File: src/rtl/pixel_stream_feeder_if.sv
// Pixel stream bundle between the camera front end and the row-chain feeder.
// Master side is the camera/testbench, slave side is the feeder.
interface pixel_stream_feeder_if #(
  parameter int DATA_WIDTH_8  = 8,
  parameter int DATA_WIDTH_12 = 12
);
  logic                     i_pixel_valid;
  logic [DATA_WIDTH_8-1:0]  i_pixel;
  logic                     i_sof;
  logic                     i_stall;
  logic                     o_pixel_ready;
  logic                     o_wen;
  logic [DATA_WIDTH_12-1:0] o_fifo_in;
  logic [DATA_WIDTH_12-1:0] o_reduction_sum;
  logic [DATA_WIDTH_12-1:0] o_col;
  logic [DATA_WIDTH_12-1:0] o_row;
  logic                     o_end_of_line;
  logic                     o_end_of_frame;
  logic                     o_frame_error;

  modport master (
    output i_pixel_valid, i_pixel, i_sof, i_stall,
    input  o_pixel_ready, o_wen, o_fifo_in, o_reduction_sum, o_col, o_row,
           o_end_of_line, o_end_of_frame, o_frame_error
  );

  modport slave (
    input  i_pixel_valid, i_pixel, i_sof, i_stall,
    output o_pixel_ready, o_wen, o_fifo_in, o_reduction_sum, o_col, o_row,
           o_end_of_line, o_end_of_frame, o_frame_error
  );
endinterface

File: src/rtl/pixel_stream_feeder.sv
// Front end of the integral-image row chain: accepts camera pixels, tracks
// column/row, emits write enable, zero-extended pixel, per-line running sum
// and line/frame markers, all registered with one cycle of latency.
// Optional build macro ROW_SUM_SATURATE_EN: running sum clamps at full scale
// instead of wrapping.
//
// state  | meaning
// IDLE   | waiting for a pixel qualified by i_sof; other pixels dropped
// ACTIVE | inside a frame; every accepted pixel is emitted
module pixel_stream_feeder #(
  parameter int DATA_WIDTH_8        = 8,
  parameter int DATA_WIDTH_12       = 12,
  parameter int FRAME_CAMERA_WIDTH  = 10,
  parameter int FRAME_CAMERA_HEIGHT = 10
) (
  input logic                 clk_os,
  input logic                 reset_os_n,
  pixel_stream_feeder_if.slave px
);

  localparam int PAD_W = DATA_WIDTH_12 - DATA_WIDTH_8;
  localparam logic [DATA_WIDTH_12-1:0] COL_LAST = DATA_WIDTH_12'(FRAME_CAMERA_WIDTH - 1);
  localparam logic [DATA_WIDTH_12-1:0] ROW_LAST = DATA_WIDTH_12'(FRAME_CAMERA_HEIGHT - 1);

  typedef enum logic {IDLE, ACTIVE} state_t;

  state_t                   state_q, state_d;
  logic [DATA_WIDTH_12-1:0] col_q, col_d;
  logic [DATA_WIDTH_12-1:0] row_q, row_d;
  logic [DATA_WIDTH_12-1:0] sum_q, sum_d;
  logic [DATA_WIDTH_12-1:0] fifo_q, fifo_d;
  logic [DATA_WIDTH_12-1:0] ocol_q, ocol_d;
  logic [DATA_WIDTH_12-1:0] orow_q, orow_d;
  logic                     wen_q, wen_d;
  logic                     eol_q, eol_d;
  logic                     eof_q, eof_d;
  logic                     err_q, err_d;

  logic                     accept;
  logic                     emit;
  logic                     is_eol;
  logic                     is_eof;
  logic [DATA_WIDTH_12-1:0] ec;
  logic [DATA_WIDTH_12-1:0] er;
  logic [DATA_WIDTH_12-1:0] pix_ext;
  logic [DATA_WIDTH_12:0]   sum_base;
  logic [DATA_WIDTH_12:0]   sum_wide;

  assign px.o_pixel_ready = !px.i_stall;
  assign accept           = px.i_pixel_valid && !px.i_stall;
  assign pix_ext          = {{PAD_W{1'b0}}, px.i_pixel};

  // State and datapath registers; reset abandons any frame in progress.
  always_ff @(posedge clk_os or negedge reset_os_n) begin
    if (!reset_os_n) begin
      state_q <= IDLE;
      col_q   <= '0;
      row_q   <= '0;
      sum_q   <= '0;
      fifo_q  <= '0;
      ocol_q  <= '0;
      orow_q  <= '0;
      wen_q   <= 1'b0;
      eol_q   <= 1'b0;
      eof_q   <= 1'b0;
      err_q   <= 1'b0;
    end else begin
      state_q <= state_d;
      col_q   <= col_d;
      row_q   <= row_d;
      sum_q   <= sum_d;
      fifo_q  <= fifo_d;
      ocol_q  <= ocol_d;
      orow_q  <= orow_d;
      wen_q   <= wen_d;
      eol_q   <= eol_d;
      eof_q   <= eof_d;
      err_q   <= err_d;
    end
  end

  // Next-state: decide whether to emit, at which position, and advance counters.
  always_comb begin
    state_d  = state_q;
    col_d    = col_q;
    row_d    = row_q;
    sum_d    = sum_q;
    fifo_d   = fifo_q;
    ocol_d   = ocol_q;
    orow_d   = orow_q;
    wen_d    = 1'b0;
    eol_d    = 1'b0;
    eof_d    = 1'b0;
    err_d    = 1'b0;
    emit     = 1'b0;
    ec       = col_q;
    er       = row_q;
    is_eol   = 1'b0;
    is_eof   = 1'b0;
    sum_base = '0;
    sum_wide = '0;

    if (accept) begin
      unique case (state_q)
        IDLE: begin
          if (px.i_sof) begin
            emit = 1'b1;
            ec   = '0;
            er   = '0;
          end
        end
        ACTIVE: begin
          emit = 1'b1;
          if (px.i_sof) begin
            // A frame start inside a frame restarts the frame at (0,0).
            ec    = '0;
            er    = '0;
            err_d = (col_q != '0) || (row_q != '0);
          end
        end
        default: emit = 1'b0;
      endcase
    end

    if (emit) begin
      is_eol   = (ec == COL_LAST);
      is_eof   = is_eol && (er == ROW_LAST);
      sum_base = (ec == '0) ? '0 : {1'b0, sum_q};
      sum_wide = sum_base + {1'b0, pix_ext};
`ifdef ROW_SUM_SATURATE_EN
      sum_d    = sum_wide[DATA_WIDTH_12] ? '1 : sum_wide[DATA_WIDTH_12-1:0];
`else
      sum_d    = sum_wide[DATA_WIDTH_12-1:0];
`endif
      fifo_d   = pix_ext;
      ocol_d   = ec;
      orow_d   = er;
      wen_d    = 1'b1;
      eol_d    = is_eol;
      eof_d    = is_eof;
      col_d    = is_eol ? '0 : ec + 1'b1;
      row_d    = is_eol ? (is_eof ? '0 : er + 1'b1) : er;
      state_d  = is_eof ? IDLE : ACTIVE;
    end
  end

  assign px.o_wen           = wen_q;
  assign px.o_fifo_in       = fifo_q;
  assign px.o_reduction_sum = sum_q;
  assign px.o_col           = ocol_q;
  assign px.o_row           = orow_q;
  assign px.o_end_of_line   = eol_q;
  assign px.o_end_of_frame  = eof_q;
  assign px.o_frame_error   = err_q;

endmodule

File: src/flat_wrapper.sv
// flat-port wrapper written by rule: the top's interface ports become plain ports
module pixel_stream_feeder_flat 
#(
  parameter int DATA_WIDTH_8        = 8,
  parameter int DATA_WIDTH_12       = 12,
  parameter int FRAME_CAMERA_WIDTH  = 10,
  parameter int FRAME_CAMERA_HEIGHT = 10
)
  (clk_os, reset_os_n, px_i_pixel_valid, px_i_pixel, px_i_sof, px_i_stall, px_o_pixel_ready, px_o_wen, px_o_fifo_in, px_o_reduction_sum, px_o_col, px_o_row, px_o_end_of_line, px_o_end_of_frame, px_o_frame_error);
  pixel_stream_feeder_if #(.DATA_WIDTH_8(DATA_WIDTH_8), .DATA_WIDTH_12(DATA_WIDTH_12)) px_i ();
  input logic clk_os;
  input logic reset_os_n;
  input wire logic [$bits(px_i.i_pixel_valid)-1:0] px_i_pixel_valid;
  input wire logic [$bits(px_i.i_pixel)-1:0] px_i_pixel;
  input wire logic [$bits(px_i.i_sof)-1:0] px_i_sof;
  input wire logic [$bits(px_i.i_stall)-1:0] px_i_stall;
  output wire logic [$bits(px_i.o_pixel_ready)-1:0] px_o_pixel_ready;
  output wire logic [$bits(px_i.o_wen)-1:0] px_o_wen;
  output wire logic [$bits(px_i.o_fifo_in)-1:0] px_o_fifo_in;
  output wire logic [$bits(px_i.o_reduction_sum)-1:0] px_o_reduction_sum;
  output wire logic [$bits(px_i.o_col)-1:0] px_o_col;
  output wire logic [$bits(px_i.o_row)-1:0] px_o_row;
  output wire logic [$bits(px_i.o_end_of_line)-1:0] px_o_end_of_line;
  output wire logic [$bits(px_i.o_end_of_frame)-1:0] px_o_end_of_frame;
  output wire logic [$bits(px_i.o_frame_error)-1:0] px_o_frame_error;
  assign px_i.i_pixel_valid = px_i_pixel_valid;
  assign px_i.i_pixel = px_i_pixel;
  assign px_i.i_sof = px_i_sof;
  assign px_i.i_stall = px_i_stall;
  assign px_o_pixel_ready = px_i.o_pixel_ready;
  assign px_o_wen = px_i.o_wen;
  assign px_o_fifo_in = px_i.o_fifo_in;
  assign px_o_reduction_sum = px_i.o_reduction_sum;
  assign px_o_col = px_i.o_col;
  assign px_o_row = px_i.o_row;
  assign px_o_end_of_line = px_i.o_end_of_line;
  assign px_o_end_of_frame = px_i.o_end_of_frame;
  assign px_o_frame_error = px_i.o_frame_error;
  pixel_stream_feeder #(.DATA_WIDTH_8(DATA_WIDTH_8), .DATA_WIDTH_12(DATA_WIDTH_12), .FRAME_CAMERA_WIDTH(FRAME_CAMERA_WIDTH), .FRAME_CAMERA_HEIGHT(FRAME_CAMERA_HEIGHT)) u_core (.clk_os(clk_os), .reset_os_n(reset_os_n), .px(px_i));
endmodule
File: config.mk
export PLATFORM = sky130hd
export DESIGN_NAME = pixel_stream_feeder_flat
export DESIGN_NICKNAME = d
export VERILOG_FILES = /design/src/rtl/pixel_stream_feeder_if.sv /design/src/rtl/pixel_stream_feeder.sv /design/src/flat_wrapper.sv
export SDC_FILE = /design/constraint.sdc
export NUM_CORES = 1
export LEC_CHECK = 0
export ABC_AREA = 1
export CORE_UTILIZATION = 57
export DETAILED_ROUTE_END_ITERATION = 8
export PLACE_DENSITY = 0.87
export SLEW_MARGIN = 25
export SYNTH_ARGS = -nofsm -noshare
export SYNTH_HDL_FRONTEND = slang
export SYNTH_SLANG_ARGS = --single-unit
export TNS_END_PERCENT = 100
File: constraint.sdc
create_clock -name clk_os -period 6.9 [get_ports clk_os]
set_input_delay 2.07 -clock clk_os [delete_from_list [all_inputs] [get_ports clk_os]]
set_output_delay 2.07 -clock clk_os [all_outputs]
set_load 0.1 [all_outputs]
==> impl_metrics.ini <==
[synth]
synthDominantCellAreaShare = 0.440
synthTopCellsByArea = dfrtp_1 (44%), nand2_1 (15%), o21ai_0 (4.7%)
synth_edf_count = 0
seq_area_frac_synth = 0.440
syn-cell-area_mm2 = 0.00415
synthFlopType = dfrtp_1
yosysTopAreaCell = dfrtp_1
syn_area_per_cell_um2 = 7.91
ys_ff_latch = 73
syn_inst = 525
ys_types = 34
synthArstFlopShare = 1.00
ys_warn_count = 0

[finish]
stdcell_count = 682
layout-drive-gt1-share = 0.113
final_nets = 609
syn2layout_area_growth_pct = 19.1
finish.utilization = 0.716
antennaDiodeCount = 0
design_area_mm2 = 0.00495

[drt]
wl_um = 9400
ant_nets = 0
drt_pass1_iterations = 6
wl_per_cell_um = 13.8
drc = 0
vias = 3759
drtIter0Drc = 311
viasPerCell = 5.51

[floorplan]
num_rows = 30
die_w_um = 87.3
die_h_um = 87.3
dieArea_mm2 = 0.00763
io-pin-count = 66
initial_core_util = 0.601
core_region_area_mm2 = 0.00691

[placement]
globalplace.congestion = 0.959
placed_area_mm2 = 0.00476
io_buffers = 61
hpwl_um = 6440
place_inst = 667
place_ws_ns = 1.35

[sta]
fin_hold_ws_ns = 0.480
setup_viol = 0
hold_viol_final = 0
fin_crit_sh = 0.756
rsz0062_at_grt = no
layout_setup_ws_ns = 1.68
fin_crit_ns = 5.22
fin_skew_ns = 0.00897
max_freq_mhz = 192
drv_slew = 0
max_slew_margin = 0.316
tns_ns = 0
max_slew.worst_pin.slew_ns = 1.02

[clocking]
cts_hold_buf = 0
cts_tree = done
cts.sinks = 73
postCtsSetupBuffers = 0
cts_buffer_depth = 2
cts.clk_slew.worst_paths_ns = 0.08
cts_buffers = 9
clock-root-buffer = clkbuf_8
insertion_delay_ns = 0.35
post_cts_resized = 0
cts_max_level = 3

[flow_run]
maxCapViolations = 0

[grt]
first_global_vias = 3559
grt_use_total = 0.271
grt_pass1_wl_um = 16100
grt_max_degree = 74
antenna_found_initial = 0
grt_overflow = 0

[hold_path]
hold_class = reg2reg

[power_and_ir_drop]
p_leak_nw = 2.44
power.total_mw = 1.86
power_density_mw_per_mm2 = 376
ir_worst_vdd_mv = 0.388

[worst_setup_path]
critPathArrivalTime_ns = 5.44
cp-start-kind = input port
required_ns = 7.13
crit_fanout = 34
worstSetupPathType = in2reg
cp-end-kind = register

[run_status]
status = finished, final reports clean
## layout make-up
class	instances	area [um^2]
Tap cell	96	120
Timing Repair Buffer	64	626
Clock buffer	9	124
Inverter	52	195
Multi-Input combinational cell	382	1990
Sequential cell	73	1830
Fill cell	549	1960
Clock inverter	6	60.1
## synthesized netlist by cell type, types with 4 or more instances
| cell type | n |
|---|---|
| ha_1 | 13 |
| o21ai_0 | 39 |
| nand4_1 | 11 |
| inv_1 | 42 |
| buf_4 | 4 |
| inv_2 | 10 |
| dfrtp_1 | 73 |
| nor2_1 | 32 |
| nand3_1 | 31 |
| xnor2_1 | 4 |
| buf_2 | 11 |
| o21ai_1 | 14 |
| nand2_4 | 6 |
| nor3_2 | 6 |
| nor2_2 | 6 |
| a21oi_1 | 7 |
| nand2_2 | 9 |
| xor2_1 | 8 |
| nand2_1 | 171 |
## cells in the final DEF (no fill, tap or decap), types with 2 or more instances in the layout
| cell type | n |
|---|---|
| nor2_1 | 32 |
| nor4_1 | 3 |
| dfrtp_1 | 73 |
| buf_4 | 4 |
| nand2_2 | 9 |
| clkdlybuf4s50_1 | 59 |
| nor3_1 | 2 |
| nand3_4 | 2 |
| xor2_1 | 8 |
| o21ai_0 | 39 |
| nor3_2 | 6 |
| nor2_4 | 3 |
| o21ai_1 | 14 |
| nand4_1 | 11 |
| ha_1 | 13 |
| nand2_4 | 6 |
| inv_2 | 10 |
| xnor2_1 | 4 |
| o22ai_1 | 3 |
| a21oi_1 | 7 |
| clkinv_2 | 3 |
| conb_1 | 4 |
| clkinvlp_4 | 2 |
| nand3_2 | 3 |
| clkbuf_8 | 9 |
| nor2_2 | 6 |
| inv_1 | 42 |
| nand3_1 | 31 |
| nand2_1 | 171 |
## state kept, by name, summed over array words and instances, names as in the netlist
signal and flops:
u_core.px.o_fifo_in 8, u_core.px.o_end_of_line 1, u_core.px.o_col 12, u_core.row_q 12, u_core.px.o_wen 1, u_core.px.o_reduction_sum 12, u_core.state_q 1, u_core.px.o_frame_error 1
u_core.px.o_end_of_frame 1, u_core.col_q 12, u_core.px.o_row 12
## metal layers
layer / wire [um] / global-route usage / up-vias
met3: 666 / 0.0502 / 30
met5: 0 / 0 / -
met4: 240 / 0.125 / 0
met1: 4220 / 0.370 / 1765
li1: - / - / 1787
met2: 4270 / 0.418 / 177
## path summary, 6_finish.rpt
kind	startpoint	slack, ns	end	cells past startpoint
max	px_i_pixel_valid	1.68	u_core.px.o_reduction_sum[10]	14
max in group asynchronous	reset_os_n	4.39	u_core.px.o_reduction_sum[8]	2
min in group asynchronous	reset_os_n	1.94	u_core.px.o_col[11]	2
max reg2reg	u_core.col_q[2]	4.00	u_core.px.o_reduction_sum[10]	13
min	u_core.px.o_fifo_in[1]	0.48	u_core.px.o_fifo_in[1]	2
min reg2reg	u_core.px.o_fifo_in[1]	0.48	u_core.px.o_fifo_in[1]	2
## critical path, stage by stage
cell	delay [ns]
clkdlybuf4s50_1	0.52
nand3_4	0.43
nand2_1	0.32
ha_1	0.23
nand3_4	0.12
inv_2	0.17
nor2_1	0.06
ha_1	0.20
fa_1	0.40
a31oi_1	0.31
nor2_1	0.09
o21ai_0	0.27
nor2_1	0.09
xnor2_1	0.13
## where the power goes
part | internal, mW | total (mW) | switching, mW
registers | 0.499 | 0.555 | 0.0568
clock network | 0.163 | 0.322 | 0.160
logic | 0.244 | 0.981 | 0.737
total | 0.905 | 1.86 | 0.954
## cells by family after synthesis
family          after synthesis  share of synthesized area
fa+ha+maj                    14                     0.0440
xor+xnor                     12                     0.0253
other cells                   1                   0.000903
simple gates                287                      0.327
compound gates               65                     0.0802
flops                        73                      0.440
buf+inv                      73                     0.0823
Power figures use the tool's default switching activity.
